===== config.mk =====
export PLATFORM = sky130hd
export DESIGN_NAME = datapath_flat
export DESIGN_NICKNAME = d
export VERILOG_FILES = /design/src/rtl/datapath_if.sv /design/src/rtl/datapath.sv /design/src/flat_wrapper.sv
export SDC_FILE = /design/constraint.sdc
export NUM_CORES = 1
export LEC_CHECK = 0
export ABC_CLOCK_PERIOD_IN_PS = 6500
export BUFFER_PORTS_ARGS = -buffer_cell sky130_fd_sc_hd__buf_2
export CORE_ASPECT_RATIO = 0.75
export CORE_UTILIZATION = 55
export CTS_BUF_LIST = sky130_fd_sc_hd__clkbuf_8 sky130_fd_sc_hd__clkbuf_16
export DETAILED_ROUTE_END_ITERATION = 10
export GPL_TIMING_DRIVEN = 0
export MAX_ROUTING_LAYER = met4
export PLACE_DENSITY = 0.72
export RECOVER_POWER = 25
export SYNTH_ARGS = -nofsm -noshare
export SYNTH_HDL_FRONTEND = slang
export SYNTH_SLANG_ARGS = --single-unit

===== constraint.sdc =====
create_clock -name clk -period 6.5 [get_ports clk]
set_clock_uncertainty 0.05 [all_clocks]
set_input_delay 0.65 -clock clk [delete_from_list [all_inputs] [get_ports clk]]
set_output_delay 0.65 -clock clk [all_outputs]
set_load 0.03 [all_outputs]

===== src/rtl/datapath_if.sv =====
// Controller-to-datapath bundle: control, select and data inputs plus the C and status outputs.
interface datapath_if;
   logic [15:0] sximm8;
   logic [15:0] sximm5;
   logic [7:0]  PC;
   logic [15:0] mdata;
   logic [3:0]  vsel;
   logic        write;
   logic [2:0]  writenum;
   logic [2:0]  readnum;
   logic        loada;
   logic        loadb;
   logic        asel;
   logic        bsel;
   logic [1:0]  shift;
   logic [1:0]  ALUop;
   logic        loadc;
   logic        loads;
   logic [15:0] datapath_out;
   logic [2:0]  Z_out;

   // Controller side
   modport master (
      output sximm8, sximm5, PC, mdata, vsel, write, writenum, readnum,
             loada, loadb, asel, bsel, shift, ALUop, loadc, loads,
      input  datapath_out, Z_out
   );

   // Datapath side
   modport slave (
      input  sximm8, sximm5, PC, mdata, vsel, write, writenum, readnum,
             loada, loadb, asel, bsel, shift, ALUop, loadc, loads,
      output datapath_out, Z_out
   );
endinterface


===== src/rtl/datapath.sv =====
// Execution datapath: 8x16 register file, A/B operand registers, B-path shifter,
// 4-function ALU, C result register and status register.
// Optional feature macro: DATAPATH_NV_FLAGS_EN (adds N and V flags; otherwise only Z).
module datapath (
   input  logic       clk,
   input  logic       rst_n,
   datapath_if.slave  bus
);

   localparam int unsigned DATA_W = 16;
   localparam int unsigned NREGS  = 8;

   logic [DATA_W-1:0] r_regs [NREGS];
   logic [DATA_W-1:0] r_a;
   logic [DATA_W-1:0] r_b;
   logic [DATA_W-1:0] r_c;

   logic [DATA_W-1:0] w_data_in;
   logic [DATA_W-1:0] w_data_out;
   logic [DATA_W-1:0] w_sout;
   logic [DATA_W-1:0] w_ain;
   logic [DATA_W-1:0] w_bin;
   logic [DATA_W-1:0] w_alu;
   logic              w_z;

   // Write-back source select; unrecognised codes write zero
   always_comb begin
      w_data_in = '0;
      case (bus.vsel)
         4'b0001: w_data_in = r_c;
         4'b0010: w_data_in = bus.sximm8;
         4'b0100: w_data_in = {8'b0, bus.PC};
         4'b1000: w_data_in = bus.mdata;
         default: w_data_in = '0;
      endcase
   end

   // Register file storage; reads are combinational so A/B see pre-edge contents
   always_ff @(posedge clk or negedge rst_n) begin
      if (!rst_n) begin
         for (int i = 0; i < int'(NREGS); i++) begin
            r_regs[i] <= '0;
         end
      end else if (bus.write) begin
         r_regs[bus.writenum] <= w_data_in;
      end
   end

   assign w_data_out = r_regs[bus.readnum];

   // Operand registers A and B
   always_ff @(posedge clk or negedge rst_n) begin
      if (!rst_n) begin
         r_a <= '0;
         r_b <= '0;
      end else begin
         if (bus.loada) r_a <= w_data_out;
         if (bus.loadb) r_b <= w_data_out;
      end
   end

   // Shifter on the B path
   always_comb begin
      w_sout = r_b;
      case (bus.shift)
         2'b00: w_sout = r_b;
         2'b01: w_sout = {r_b[DATA_W-2:0], 1'b0};
         2'b10: w_sout = {1'b0, r_b[DATA_W-1:1]};
         2'b11: w_sout = {r_b[DATA_W-1], r_b[DATA_W-1:1]};
         default: w_sout = r_b;
      endcase
   end

   assign w_ain = bus.asel ? '0 : r_a;
   assign w_bin = bus.bsel ? bus.sximm5 : w_sout;

   // ALU: add, subtract, bitwise AND, invert B
   always_comb begin
      w_alu = '0;
      case (bus.ALUop)
         2'b00: w_alu = w_ain + w_bin;
         2'b01: w_alu = w_ain - w_bin;
         2'b10: w_alu = w_ain & w_bin;
         2'b11: w_alu = ~w_bin;
         default: w_alu = '0;
      endcase
   end

   assign w_z = (w_alu == '0);

   // Result register C
   always_ff @(posedge clk or negedge rst_n) begin
      if (!rst_n) begin
         r_c <= '0;
      end else if (bus.loadc) begin
         r_c <= w_alu;
      end
   end

   assign bus.datapath_out = r_c;

`ifdef DATAPATH_NV_FLAGS_EN
   logic       w_n;
   logic       w_v;
   logic       w_bsign;
   logic [2:0] r_status;

   // Signed overflow: effective operand signs agree but the result sign differs
   always_comb begin
      w_bsign = w_bin[DATA_W-1];
      w_v     = 1'b0;
      case (bus.ALUop)
         2'b00: begin
            w_bsign = w_bin[DATA_W-1];
            w_v     = (w_ain[DATA_W-1] == w_bsign) && (w_alu[DATA_W-1] != w_ain[DATA_W-1]);
         end
         2'b01: begin
            w_bsign = ~w_bin[DATA_W-1];
            w_v     = (w_ain[DATA_W-1] == w_bsign) && (w_alu[DATA_W-1] != w_ain[DATA_W-1]);
         end
         default: w_v = 1'b0;
      endcase
   end

   assign w_n = w_alu[DATA_W-1];

   // Status register {Z, N, V}
   always_ff @(posedge clk or negedge rst_n) begin
      if (!rst_n) begin
         r_status <= '0;
      end else if (bus.loads) begin
         r_status <= {w_z, w_n, w_v};
      end
   end

   assign bus.Z_out = r_status;
`else
   logic r_z;

   // Status register, zero flag only
   always_ff @(posedge clk or negedge rst_n) begin
      if (!rst_n) begin
         r_z <= 1'b0;
      end else if (bus.loads) begin
         r_z <= w_z;
      end
   end

   assign bus.Z_out = {r_z, 2'b00};
`endif

endmodule


===== src/flat_wrapper.sv =====
// flat-port wrapper written by rule: the top's interface ports become plain ports
module datapath_flat 
  (clk, rst_n, bus_sximm8, bus_sximm5, bus_PC, bus_mdata, bus_vsel, bus_write, bus_writenum, bus_readnum, bus_loada, bus_loadb, bus_asel, bus_bsel, bus_shift, bus_ALUop, bus_loadc, bus_loads, bus_datapath_out, bus_Z_out);
  datapath_if bus_i ();
  input  logic clk;
  input  logic rst_n;
  input wire logic [$bits(bus_i.sximm8)-1:0] bus_sximm8;
  input wire logic [$bits(bus_i.sximm5)-1:0] bus_sximm5;
  input wire logic [$bits(bus_i.PC)-1:0] bus_PC;
  input wire logic [$bits(bus_i.mdata)-1:0] bus_mdata;
  input wire logic [$bits(bus_i.vsel)-1:0] bus_vsel;
  input wire logic [$bits(bus_i.write)-1:0] bus_write;
  input wire logic [$bits(bus_i.writenum)-1:0] bus_writenum;
  input wire logic [$bits(bus_i.readnum)-1:0] bus_readnum;
  input wire logic [$bits(bus_i.loada)-1:0] bus_loada;
  input wire logic [$bits(bus_i.loadb)-1:0] bus_loadb;
  input wire logic [$bits(bus_i.asel)-1:0] bus_asel;
  input wire logic [$bits(bus_i.bsel)-1:0] bus_bsel;
  input wire logic [$bits(bus_i.shift)-1:0] bus_shift;
  input wire logic [$bits(bus_i.ALUop)-1:0] bus_ALUop;
  input wire logic [$bits(bus_i.loadc)-1:0] bus_loadc;
  input wire logic [$bits(bus_i.loads)-1:0] bus_loads;
  output wire logic [$bits(bus_i.datapath_out)-1:0] bus_datapath_out;
  output wire logic [$bits(bus_i.Z_out)-1:0] bus_Z_out;
  assign bus_i.sximm8 = bus_sximm8;
  assign bus_i.sximm5 = bus_sximm5;
  assign bus_i.PC = bus_PC;
  assign bus_i.mdata = bus_mdata;
  assign bus_i.vsel = bus_vsel;
  assign bus_i.write = bus_write;
  assign bus_i.writenum = bus_writenum;
  assign bus_i.readnum = bus_readnum;
  assign bus_i.loada = bus_loada;
  assign bus_i.loadb = bus_loadb;
  assign bus_i.asel = bus_asel;
  assign bus_i.bsel = bus_bsel;
  assign bus_i.shift = bus_shift;
  assign bus_i.ALUop = bus_ALUop;
  assign bus_i.loadc = bus_loadc;
  assign bus_i.loads = bus_loads;
  assign bus_datapath_out = bus_i.datapath_out;
  assign bus_Z_out = bus_i.Z_out;
  datapath u_core (.clk(clk), .rst_n(rst_n), .bus(bus_i));
endmodule

==> results.md, run 1 <==
* WL final at 29500 microns
* Pre-CTS setup slack at 1.20 ns
* Crit path max-delay cell type: nor4_1
* First-pass DRT Iterations at 10
* Layout cells sized above 1 at 17.7%
* I/O Pins at 98
* Die Span X at 156 microns
* Initial antenna violation count at 0
* Worst Reg-to-Reg Cells at 15
* Largest family of logic cells by synthesized area: compound AO/OA/AOI/OAI gates
* Number of remaining DRC errors at 0
* Die ar. at ~18000 sq um
* F_max at 198 MHz
* GP Congestion at 0.953
* 1st-iter DRT viols at between 900 and 1000
* GRT Util Overall at 34.2%
* Clk Latency, worst-skew pair at 0.43 ns
* Post-synth top area cell: dfrtp_1
* Arrival time worst endpoint at 5.34 ns
* Placed Cells at ~1300
* Synth Area in Simple Gates at 15.0%
* Avg Vias per Cell at 6.25
* Core ar. at roughly 17000 sq um
* Post-route minimum period at 5.05 ns
* CTS Buf Count at 17
* Worst path most repeated cell: buf_2
* Setup TNS at 0 ns
* Clock Pin Slew Worst Setup and Hold Paths at 0.07 ns
* Largest net degree at the start of global routing at 101
* WS Path Type: input port to flip-flop
* Nets at around 1200
* Mean Syn Cell Area at 9.72 sq um
* # rows at around 40
* First-pass GRT wire length at 45600 microns
* Seq cells post-synth at ~180
* IR drop worst, VDD at around 0.22 mV
* Synth top area share at 45.4%
* Total Power at 3380 uW
* Number of global-route vias before repair at 8032
* Setup crit end kind: flip-flop
* Max clock buf depth at 2
* PortBufs at 90
* RSZ-0062 raised after global routing: false
* Synth Area in Compound Gates at 18.4%
* Status: complete, but fails checks
* Post-CTS setup buffer count at 0
* Most used DFF post-synth: dfrtp_1
* Initial Utilization at 57.1%
* Hold buffers post-CTS at 0
* Final Hold Viols at 0
* Chip height at 117 microns
* GR Overflow Total at 0
* Mapped cell area at a little under 10000 sq um
* Setup slack after layout at 1.45 ns
* Worst min path class: flip-flop to flip-flop
* Fin crit share at between 70 and 80%
* XOR/XNOR Fraction of Synth Area at 1.71%
* Critical path peak fanout at 10
* Vias at 8595
* Commonest non-fill, non-tap cell in the layout: dfrtp_1
* Worst path cell trace: buf_2, buf_2, buf_2, a211oi_1, a21o_1, nor4_1, nand3_1, nand2_1, xor2_1, ha_1, clkbuf_1, and3_1, a21boi_0, a41o_1, o41a_1, a31oi_1, xor2_1, o21ai_0, o41ai_2
* Synth top area cells: dfrtp_1, mux4_2, a21oi_1
* Fin cells at 1375
* Lkg Pwr at 0.00497 uW
* Routed WL per cell at 21.5 microns
* Failing checks: capacitance limit, slew limit
* Routed Antenna Nets at 0
* Area growth syn-to-layout at 14.7%
* CTS H-tree lvls at 4
* Max_slew headroom at -181%
* Max stage delay on crit path at 0.55 ns
* CP Depth at 19
* Syn Inst Count at 1004
* Post-Synth Adder-Cell Area at 2.38%
* HPWL Detailed at 21600 microns
* Synth Warn # at 0
* PostCTS Resize Cnt at 0
* Data required time at the worst endpoint at 6.78 ns
* Clock Sinks at ~180
* Mux cell area share after synthesis at 13.2%
* Clock root cell: clkbuf_16
* Sequential area share after synthesis at approximately 45%
* Final setup violation count at 0
* Hold depth at 2
* CTS tree: done
* Max Cap Viol at 1
* Critical Path Source Type: input port
* Bufs and invs on worst path at 4
* Post-synth EDFFs at 0
* Slew @ Worst Pin at 4.22 ns
* Synth unique cells at 71
* Fraction of registers with async set/reset at between 90% and 100%
* Top Family by Delay on Critical Path: compound AO/OA/AOI/OAI gates
* Most frequent cells in the layout: dfrtp_1, nor2_1, a21oi_1, buf_2, nand2_1
* Final Max Slew Viols at 86
* Pwr/cell area at 302 nW/um^2
==> metrics by stage <==
| step | cell area [sq um] | hold slack (ns) | utilization, % |
|---|---|---|---|
| floorplan | 9760 | 0.304 | - |
| global placement | 10500 | 0.408 | 61.5 |
| detailed placement | 10600 | 0.416 | 61.8 |
| CTS | 11200 | 0.152 | 65.3 |
| global route | 11200 | 0.450 | 65.5 |
| finish | 11200 | 0.428 | 65.5 |
==> worst paths after layout <==
kind / from / endpoint / slack (ns)
max in group asynchronous: rst_n / u_core.r_b[14] / 2.36
min in group asynchronous: rst_n / u_core.r_regs[77] / 1.63
hold / removal: u_core.r_regs[5] / u_core.r_regs[5] / 0.43
setup reg to reg: u_core.r_b[1] / u_core.r_z / 1.66
hold reg to reg: u_core.r_regs[5] / u_core.r_regs[5] / 0.43
setup / recovery: bus_bsel / u_core.r_z / 1.45
==> where the power goes <==
group | total, uW | switching (uW) | internal [uW]
logic | 902 | 542 | 360
clock network | 1050 | 491 | 560
registers | 1430 | 142 | 1290
total | 3380 | 1170 | 2210
==> flip-flops by register name, summed over array words and instances (netlist names) <==
register / flops
u_core.bus.datapath_out: 16
u_core.r_regs: 128
u_core.r_b: 16
u_core.r_z: 1
u_core.r_a: 16
==> logic make-up after synthesis <==
| family | count (synthesis) |
|---|---|
| adder cells (fa/ha/maj) | 18 |
| AO/OA/AOI/OAI | 293 |
| AND/OR/NAND/NOR | 318 |
| XOR/XNOR | 19 |
| other | 1 |
| buffers and inverters | 92 |
| multiplexers | 86 |
| flip-flops | 177 |
==> cell type report <==
type | count | area, sq um
Clock buffer | 18 | 439
Multi-Input combinational cell | 736 | 4950
Buffer | 66 | 288
Fill cell | 1400 | 5890
Timing Repair Buffer | 101 | 527
Clock inverter | 14 | 170
Antenna cell | 1 | 2.50
Sequential cell | 177 | 4430
Tap cell | 236 | 295
Inverter | 26 | 97.6
==> per-layer routing <==
metal	track usage (%)	vias to the layer above	part of all wire [%]
li1	-	3871	-
met5	-	-	0
met3	9.20	43	11
met1	51.7	4196	46
met2	45.2	485	41
met4	9.01	0	2.2
==> worst reg2reg max path: cells and delay by family (launching register included) <==
kind / cells / cell delay [ns]
buffers and inverters: 1 / 0.22
muxes: 1 / 0.10
adders and majority gates: 1 / 0.25
DFF: 1 / 0.44
and+or+nand+nor: 2 / 0.51
AOI/OAI and AO/OA: 8 / 2.82
xor gates and xnor gates: 2 / 0.36
==> synthesized netlist by cell type (3+ instances only) <==
| library cell | number |
|---|---|
| nand3_1 | 11 |
| nor2_1 | 129 |
| or4_1 | 3 |
| nor2b_1 | 23 |
| xor2_1 | 11 |
| nor4_1 | 4 |
| and3_1 | 4 |
| a31oi_1 | 7 |
| a22o_1 | 8 |
| nand2b_1 | 10 |
| ha_1 | 17 |
| a221oi_1 | 9 |
| a211oi_1 | 7 |
| a21oi_1 | 125 |
| mux2_2 | 17 |
| nand4b_1 | 4 |
| a222oi_1 | 14 |
| dfrtp_1 | 177 |
| or2_2 | 3 |
| o31ai_1 | 4 |
| a21o_1 | 4 |
| o211a_1 | 3 |
| clkbuf_1 | 52 |
| buf_1 | 5 |
| buf_4 | 3 |
| o21ai_0 | 85 |
| buf_2 | 4 |
| inv_1 | 25 |
| mux2i_1 | 35 |
| nor4b_1 | 4 |
| nor3_1 | 10 |
| or3_1 | 5 |
| nand2_1 | 93 |
| xnor2_1 | 8 |
| o211ai_1 | 3 |
| mux4_2 | 32 |
| nor3b_1 | 3 |
(Power assumes the default switching activity.)
==> run 2, diff against run 1 <==
--- a/config.mk
+++ b/config.mk
@@ -5,15 +5,15 @@
 export SDC_FILE = /design/constraint.sdc
 export NUM_CORES = 1
 export LEC_CHECK = 0
-export ABC_CLOCK_PERIOD_IN_PS = 6500
+export ABC_CLOCK_PERIOD_IN_PS = 4600
 export BUFFER_PORTS_ARGS = -buffer_cell sky130_fd_sc_hd__buf_2
 export CORE_ASPECT_RATIO = 0.75
-export CORE_UTILIZATION = 55
+export CORE_UTILIZATION = 54
 export CTS_BUF_LIST = sky130_fd_sc_hd__clkbuf_8 sky130_fd_sc_hd__clkbuf_16
 export DETAILED_ROUTE_END_ITERATION = 10
 export GPL_TIMING_DRIVEN = 0
 export MAX_ROUTING_LAYER = met4
-export PLACE_DENSITY = 0.72
+export PLACE_DENSITY = 0.74
 export RECOVER_POWER = 25
 export SYNTH_ARGS = -nofsm -noshare
 export SYNTH_HDL_FRONTEND = slang
==> constraint.sdc (replaced) <==
create_clock -name clk -period 4.6 [get_ports clk]
set_clock_uncertainty 0.05 [all_clocks]
set_input_delay 0.46 -clock clk [delete_from_list [all_inputs] [get_ports clk]]
set_output_delay 0.46 -clock clk [all_outputs]
set_load 0.03 [all_outputs]
==> run 2 against run 1 <==
Net effect: the flow still finishes with violations (capacitance limit, slew limit); total power rose by 42%; combinational power rose by 43%; via count rose by 1.4%; first-iteration DRC count rose by 9.7%; clock-buffer cell count rose by 2; flip-flop and latch count did not move; core utilization fell by 1.7 points; sequential power rose by 42%; critical path type unchanged; routed wire length rose by 2.5%; clock power rose by 42%; critical endpoint unchanged; largest power group unchanged; worst hold slack got worse by 0.16 ns; critical path depth fell by 3.
==> results.md, run 2 (same netlist as run 1, synthesis figures left out) <==
* GP Congestion at 0.917
* Final instance area at 11300 sq um
* Largest Register: u_core.r_regs
* Worst min path class: input port to flip-flop
* WL final at 30300 microns
* Placed Area at about 11000 sq um
* Avg Vias per Cell at 6.29
* WS Path Type: input port to flip-flop
* Die Span X at 157 microns
* Largest net degree at the start of global routing at 120
* Max_slew headroom at -117%
* Final Hold Viols at 0
* Chip height at 118 microns
* Most frequent cells in the layout: dfrtp_1, nor2_1, a21oi_1, nand2_1, o21ai_0
* Clock Sinks at 177
* Initial Utilization at between 50 and 60%
* PortBufs at 90
* Die ar. at between 15000 and 20000 sq um
* Largest register FFs at 128
* Layout cells sized above 1 at 17.0%
* GRT Util Overall at 34.8%
* Pwr/cell area at 426 nW/um^2
* Bufs and invs on worst path at 4
* Vias at 8719
* Critical Path Source Type: input port
* Initial antenna violation count at 1
* Final setup violation count at 0
* First-pass GRT wire length at ~47000 microns
* GR Overflow Total at 0
* F_max at 228 MHz
* CTS H-tree lvls at 4
* Crit path max-delay cell type: or4_1
* CTS tree: done
* Top Family by Delay on Critical Path: buffers and inverters
* Commonest non-fill, non-tap cell in the layout: dfrtp_1
* First-pass DRT Iterations at 7
* CP Depth at 16
* Data required time at the worst endpoint at 4.88 ns
* RSZ-0062 raised after global routing: false
* Number of global-route vias before repair at 8159
* Worst hold margin at 0.272 ns
* Fin crit share at between 90 and 100%
* IR drop worst, VDD at 0.252 mV
* Nets at 1228
* Lkg Pwr at 0.00495 uW
* Setup slack, reg-to-reg at 0.24 ns
* Worst path cell trace: buf_2, clkbuf_1, buf_1, nor2_1, a21oi_1, xnor2_1, ha_1, clkbuf_1, o21ai_0, a21oi_1, mux2i_1, a211oi_1, or4_1, nor4_1, nand4_1, o41ai_2
* Failing checks: capacitance limit, slew limit
* R2R Path End: u_core.r_z
* Final Max Slew Viols at 59
* # rows at 42
* Critical path peak fanout at 10
* Routed Antenna Nets at 0
* Clock root cell: clkbuf_16
* Critical R2R Launch: u_core.r_b[1]
* 1st-iter DRT viols at 1042
* Max clock buf depth at 2
* Critical Path Source: bus_ALUop[1]
* Arrival time worst endpoint at approximately 4.7 ns
* Clk Latency, worst-skew pair at roughly 0.43 ns
* Fin cells at 1387
* Number of remaining DRC errors at 0
* Crit path to: u_core.r_z
* Placed Cells at 1339
* Status: complete, but fails checks
* Area growth syn-to-layout at 15.5%
* Routed WL per cell at 21.8 microns
* I/O Pins at 98
* Max stage delay on crit path at 0.56 ns
* Setup crit end kind: flip-flop
* Max Cap Viol at 1
* Worst Reg-to-Reg Cells at 15
* Core ar. at about 18000 sq um
* Slew @ Worst Pin at 3.25 ns
* Post-route minimum period at 4.38 ns
* Clock Pin Slew Worst Setup and Hold Paths at 0.07 ns
* HPWL Detailed at 21900 microns
* CTS Buf Count at 17
run 2: changes by cell type in the layout (fill, tap and decap cells not counted), sizes merged:
cell	delta
bufinv	+1
buf	-9
clkinvlp	+2
inv	-1
clkbuf	+16
clkinv	-4
dlygate4sd3	+1
run 2: metrics by stage:
stage	TNS (ns)	total power [uW]	utilization, %	worst slack, ns
floorplan	0	2840	-	0.197
global placement	-1.49	3240	59.6	-0.444
detailed placement	-1.61	3270	59.8	-0.494
CTS	-0.111	4750	63.3	-0.0536
global route	0	5000	63.8	0.0338
finish	0	4800	63.8	0.217
run 2: repair_timing:
item | CTS | global route
setup endpoints to repair | 3 | 5
gates resized for setup | 0 | 8
setup buffers | 0 | 6
hold buffers | 1 | 0
endpoints found under the hold margin | 58 | 0
pin swaps | 1 | 4
gates cloned | 0 | 0
run 2: worst min path at each step:
stage | from | end | slack [ns] | cells past startpoint
finish | bus_loada | u_core.r_a[0] | 0.27 | 3
CTS | bus_loada | u_core.r_a[1] | 0.27 | 3
global placement | u_core.r_regs[5] | u_core.r_regs[5] | 0.41 | 2
global route | bus_loada | u_core.r_a[0] | 0.28 | 3
floorplan | rst_n | u_core.bus.datapath_out[0] | 0.11 | 0
detailed placement | rst_n | u_core.r_regs[91] | 0.37 | 1
run 2: worst register-to-register path: stages, from the launching register on:
cell      delay [ns]
dfrtp_1         0.41
mux2_2          0.28
o221ai_2        0.33
ha_1            0.32
a21oi_1         0.11
xnor2_1         0.14
ha_1            0.27
clkbuf_1        0.33
o21ai_0         0.20
a21oi_1         0.26
mux2i_1         0.21
a211oi_1        0.09
or4_1           0.56
nor4_1          0.33
nand4_1         0.15
o41ai_2         0.22
run 2: metal layers:
metal | vias up | global-route usage (%) | routed length [microns]
li1 | 3872 | - | -
met1 | 4354 | 53.9 | 13800
met4 | 0 | 8.62 | 479
met2 | 465 | 46.6 | 13000
met5 | - | - | 0
met3 | 28 | 6.86 | 3000
run 2: power by group:
| part | switching [uW] | internal (uW) | total, uW |
|---|---|---|---|
| Combinational | 776 | 510 | 1290 |
| Sequential | 205 | 1820 | 2030 |
| Clock | 646 | 846 | 1490 |
| Total | 1630 | 3180 | 4800 |
run 2: area by class of cell:
class                   instances  area [sq um]
fillers                      1480          6390
multi-input cells             736          4990
flip-flops and latches        177          4430
repair buffers                107           561
clock buffers                  20           467
well taps                     242           303
plain buffers                  66           293
clock inverters                12           130
inverters                      26          97.6
diodes                          1          2.50
